<file path="src/rtl/likealu_arbiter_pkg.sv">
// Shared constants for the likeALU arbiter slice.
// State encodings, port ids and default datapath widths.
package likealu_arbiter_pkg;

    localparam int WIDTH_DEF = 5;
    localparam int SELW_DEF  = 2;

    localparam logic [1:0] IDLE = 2'd0;
    localparam logic [1:0] EXEC = 2'd1;
    localparam logic [1:0] RESP = 2'd2;

    localparam logic PORT0 = 1'b0;
    localparam logic PORT1 = 1'b1;

endpackage

</file>
<file path="src/rtl/likealu_arbiter_likealu.sv">
// Combinational likeALU datapath.
// Select: 0 add, 1 sub (A-B), 2 and, 3 xor; results wrap to WIDTH bits.
module likealu #(
    parameter int WIDTH = 5,
    parameter int SELW  = 2
) (
    input  logic [WIDTH-1:0] InpA,
    input  logic [WIDTH-1:0] InpB,
    input  logic [SELW-1:0]  Select,
    output logic [WIDTH-1:0] Out
);

    always_comb begin
        Out = '0;
        case (Select)
            SELW'(0): Out = InpA + InpB;
            SELW'(1): Out = InpA - InpB;
            SELW'(2): Out = InpA & InpB;
            SELW'(3): Out = InpA ^ InpB;
            default:  Out = '0;
        endcase
    end

endmodule

</file>
<file path="src/rtl/likealu_arbiter.sv">
// Round-robin sharing of one likeALU between two requesters.
// Operands are latched at grant; the result is registered in EXEC.
module likealu_arbiter
    import likealu_arbiter_pkg::*;
#(
    parameter int WIDTH = WIDTH_DEF,
    parameter int SELW  = SELW_DEF,
    parameter int CNTW  = 8
) (
    input  logic             clk,
    input  logic             reset,
    input  logic             req0,
    input  logic [WIDTH-1:0] a0,
    input  logic [WIDTH-1:0] b0,
    input  logic [SELW-1:0]  sel0,
    input  logic             req1,
    input  logic [WIDTH-1:0] a1,
    input  logic [WIDTH-1:0] b1,
    input  logic [SELW-1:0]  sel1,
    output logic             done0,
    output logic             done1,
    output logic [WIDTH-1:0] result,
    output logic             busy,
    output logic [CNTW-1:0]  op_count
);

    logic [1:0]       state;
    logic             grant;
    logic             last_grant;
    logic [WIDTH-1:0] lat_a;
    logic [WIDTH-1:0] lat_b;
    logic [SELW-1:0]  lat_sel;
    logic [WIDTH-1:0] alu_out;
    logic             winner;

    // On a tie the port that did not win last time goes next.
    function automatic logic arb(input logic r0, input logic r1,
                                 input logic last);
        if (r0 && r1)
            return ~last;
        else if (r0)
            return PORT0;
        else
            return PORT1;
    endfunction

    assign winner = arb(req0, req1, last_grant);

    likealu #(
        .WIDTH (WIDTH),
        .SELW  (SELW)
    ) u_alu (
        .InpA   (lat_a),
        .InpB   (lat_b),
        .Select (lat_sel),
        .Out    (alu_out)
    );

    always_ff @(posedge clk) begin
        if (reset) begin
            state      <= IDLE;
            grant      <= PORT0;
            last_grant <= PORT1;
            lat_a      <= '0;
            lat_b      <= '0;
            lat_sel    <= '0;
            result     <= '0;
            op_count   <= '0;
        end else begin
            case (state)
                IDLE: begin
                    if (req0 || req1) begin
                        grant   <= winner;
                        lat_a   <= (winner == PORT1) ? a1 : a0;
                        lat_b   <= (winner == PORT1) ? b1 : b0;
                        lat_sel <= (winner == PORT1) ? sel1 : sel0;
                        state   <= EXEC;
                    end
                end
                EXEC: begin
                    result <= alu_out;
                    state  <= RESP;
                end
                RESP: begin
                    last_grant <= grant;
                    op_count   <= op_count + 1'b1;
                    state      <= IDLE;
                end
                default: state <= IDLE;
            endcase
        end
    end

    assign busy  = (state == EXEC) || (state == RESP);
    assign done0 = (state == RESP) && (grant == PORT0);
    assign done1 = (state == RESP) && (grant == PORT1);

endmodule

</file>
<file path="config.mk">
export PLATFORM = sky130hd
export DESIGN_NAME = likealu_arbiter
export DESIGN_NICKNAME = d
export VERILOG_FILES = /design/src/rtl/likealu_arbiter_pkg.sv /design/src/rtl/likealu_arbiter_likealu.sv /design/src/rtl/likealu_arbiter.sv
export SDC_FILE = /design/constraint.sdc
export NUM_CORES = 1
export LEC_CHECK = 0
export ABC_CLOCK_PERIOD_IN_PS = 2900
export CORE_UTILIZATION = 48
export DETAILED_ROUTE_END_ITERATION = 12
export PLACE_DENSITY = 0.79
export SETUP_SLACK_MARGIN = 0.4
export SYNTH_ARGS = -nofsm -noshare
export SYNTH_HDL_FRONTEND = slang
export SYNTH_SLANG_ARGS = --single-unit
export TNS_END_PERCENT = 20
</file>
<file path="constraint.sdc">
create_clock -name clk -period 2.9 [get_ports clk]
set_input_delay 0.58 -clock clk [delete_from_list [all_inputs] [get_ports clk]]
set_output_delay 0.58 -clock clk [all_outputs]
set_load 0.03 [all_outputs]
</file>
==> impl_metrics.json <==
{
  "outcome": "finished, final reports clean",
  "dieArea_sq_um": 3780,
  "synth_most_common_cell": "nor2_1",
  "wl_per_cell_microns": 12.0,
  "avgViaCountPerCell": 5.01,
  "clock.fmax_ghz": 0.432,
  "async_reset_ff_share_pct": 0,
  "whs_path_depth": 2,
  "yosysTopAreaCell": "dfxtp_1",
  "critical_path_class": "register to register",
  "grtUsageTotal_pct": 19.8,
  "final_cells": 273,
  "initial_utilization_pct": 50.5,
  "portBuffers": 43,
  "finalCritPeriodShare_pct": 79.8,
  "place_congestion": 0.857,
  "syn-instance-count": 184,
  "finalSetupViolations": 0,
  "hold_buffers": 0,
  "grt_pass1_wl_microns": 5480,
  "cellPowerDensity_nw_per_um2": 522,
  "synth_area_sq_um": 1700,
  "worstMarginPinSlew_ns": 0.559,
  "rsz0062_at_grt": "false",
  "r2r_cells": 8,
  "core_sq_um": 3360,
  "endpoint_kind": "register",
  "cts-htree-levels": 2,
  "synth_commonest_cells": "nor2_1 (31), dfxtp_1 (29), mux2i_1 (19), ha_1 (15), a211oi_1 (14)",
  "std_cell_rows": 21,
  "drtIter0Drc": 35,
  "area_delta_synth_final_pct": 30.0,
  "crit_arrival_ns": 2.57,
  "seq_area_frac_synth_pct": 34.2,
  "worstPathRequired_ns": 3.16,
  "routed_wl_microns": 3270,
  "fin_tns_setup_ns": 0,
  "synthTopCellsByArea": "dfxtp_1 (34%), mux2i_1 (11%), ha_1 (11%)",
  "total_power_uw": 1150,
  "grt_max_degree": 25,
  "drt-pass1-iter-count": 4,
  "grt_pass1_vias": 1302,
  "path_clk_slew_ns": 0.08,
  "synth_seq_cells": 29,
  "die_y_microns": 61.5,
  "synth_top_area_share_pct": 34.2,
  "fin_crit_ns": 2.32,
  "root_buffer": "clkbuf_4",
  "antenna_found_initial": 0,
  "layout-drive-gt1-share_pct": 7.93,
  "die_w_microns": 61.5,
  "route.detailed.drc": 0,
  "cp-start-kind": "register",
  "dp_cells": 265,
  "syn_area_per_cell_sq_um": 9.23,
  "worstPathMaxFanout": 11,
  "ir_drop_mv": 0.256,
  "overflow": 0,
  "ys_warn_count": 0,
  "cts_buffer_depth": 2,
  "syn_nets": 228,
  "n_antenna_cell": 0,
  "cap_violations": 0,
  "ys_types": 39,
  "maxSlewViolCount": 0,
  "synth_flop_cell": "dfxtp_1",
  "synth_edf_count": 0,
  "postRouteAntennaNets": 0,
  "cts.sinks": 29,
  "hold_viol": 0,
  "hp-class": "register to register",
  "p_leak_uw": 0.000935,
  "ios": 44,
  "clk_latency_ns": 0.33,
  "vias": 1367,
  "dp_hpwl_microns": 2500,
  "timing.hold.ws_ns": 0.500,
  "cts_tree": "built",
  "nFillCells": 309,
  "fin_worst_skew_ns": 0.00794,
  "slew_headroom_pct": 62.6,
  "nets": 270,
  "cts_buffers": 5
}
## cells in the final DEF (no fill, tap or decap), drive strengths merged, types with 2 or more instances in the layout
cell type	count
clkdlybuf4s50	41
nor2	32
dfxtp	29
mux2i	19
ha	15
a211oi	14
inv	11
a21oi	8
nand2	7
xnor2	6
clkbuf	6
xor2	5
nor3	4
nand4	3
o21ai	3
or3	2
nor2b	2
o21a	2
clkinv	2
buf	2
## registers in the layout (all words and copies together) (netlist names)
name        count
op_count        8
lat_a           5
lat_b           5
result          5
lat_sel         2
state           2
grant           1
last_grant      1
## critical path, stage by stage, from the launching register on
cell and delay [ns]:
dfxtp_1 0.54, and2b_4 0.27, mux2i_1 0.25, ha_1 0.28
nor2b_1 0.13, o21a_1 0.17, o21a_1 0.17, o311a_1 0.30
nor3_2 0.13
## metrics by stage
step / area, sq um / setup WS [ns] / utilization (%)
6_report: 2210 / 0.585 / 65.7
4_1_cts: 2210 / 0.400 / 65.6
3_5_place_dp: 2150 / 0.604 / 64.1
2_1_floorplan: 1700 / 0.806 / -
5_1_grt: 2210 / 0.411 / 65.7
3_3_place_gp: 2150 / 0.658 / 64.1
## report_power, final
part | leakage (uW) | switching [uW] | internal (uW) | total, uW
logic | 0.000665 | 218 | 221 | 439
clock network | 0.0000320 | 140 | 92.1 | 232
registers | 0.000238 | 42.6 | 439 | 481
total | 0.000935 | 401 | 752 | 1150
## metal layers
metal,vias up,routed length (microns),global-route usage (%)
met4,0,53,8.57
met2,31,1500,32.9
met1,611,1580,23.6
met3,7,128,5.88
met5,-,0,0
li1,718,-,-
## final timing paths
path                   start        end  slack [ns]
hold / removal     result[4]  result[4]        0.50
setup reg to reg  lat_sel[1]  result[3]        0.58
hold reg to reg    result[4]  result[4]        0.50
setup / recovery  lat_sel[1]  result[3]        0.58
## cells by family after synthesis
kind of cell / after synthesis / synth area share (%)
flip-flops: 29 / 34.2
multiplexers: 20 / 11.9
buffers and inverters: 21 / 5.96
AND/OR/NAND/NOR: 54 / 14.8
adder cells (fa/ha/maj): 16 / 12.2
XOR/XNOR: 11 / 6.11
AO/OA/AOI/OAI: 33 / 14.9
## final cells by class
class                      count  area [sq um]  share of cell area (%)
clock inverter                 2          10.0                   0.453
timing repair buffer          45           459                    20.8
tap                           46          57.6                    2.60
clock buffer                   6          41.3                    1.87
inverter                      11          41.3                    1.87
sequential                    29           581                    26.3
multi-input combinational    134          1020                    46.1
## repair_timing
| action | in CTS | in global routing |
|---|---|---|
| pin swaps | 0 | 0 |
| gates cloned | 0 | 0 |
| setup buffers | 0 | 0 |
| endpoints found under the setup margin | 2 | 1 |
| resized for setup | 2 | 1 |
Power figures use the tool's default switching activity.
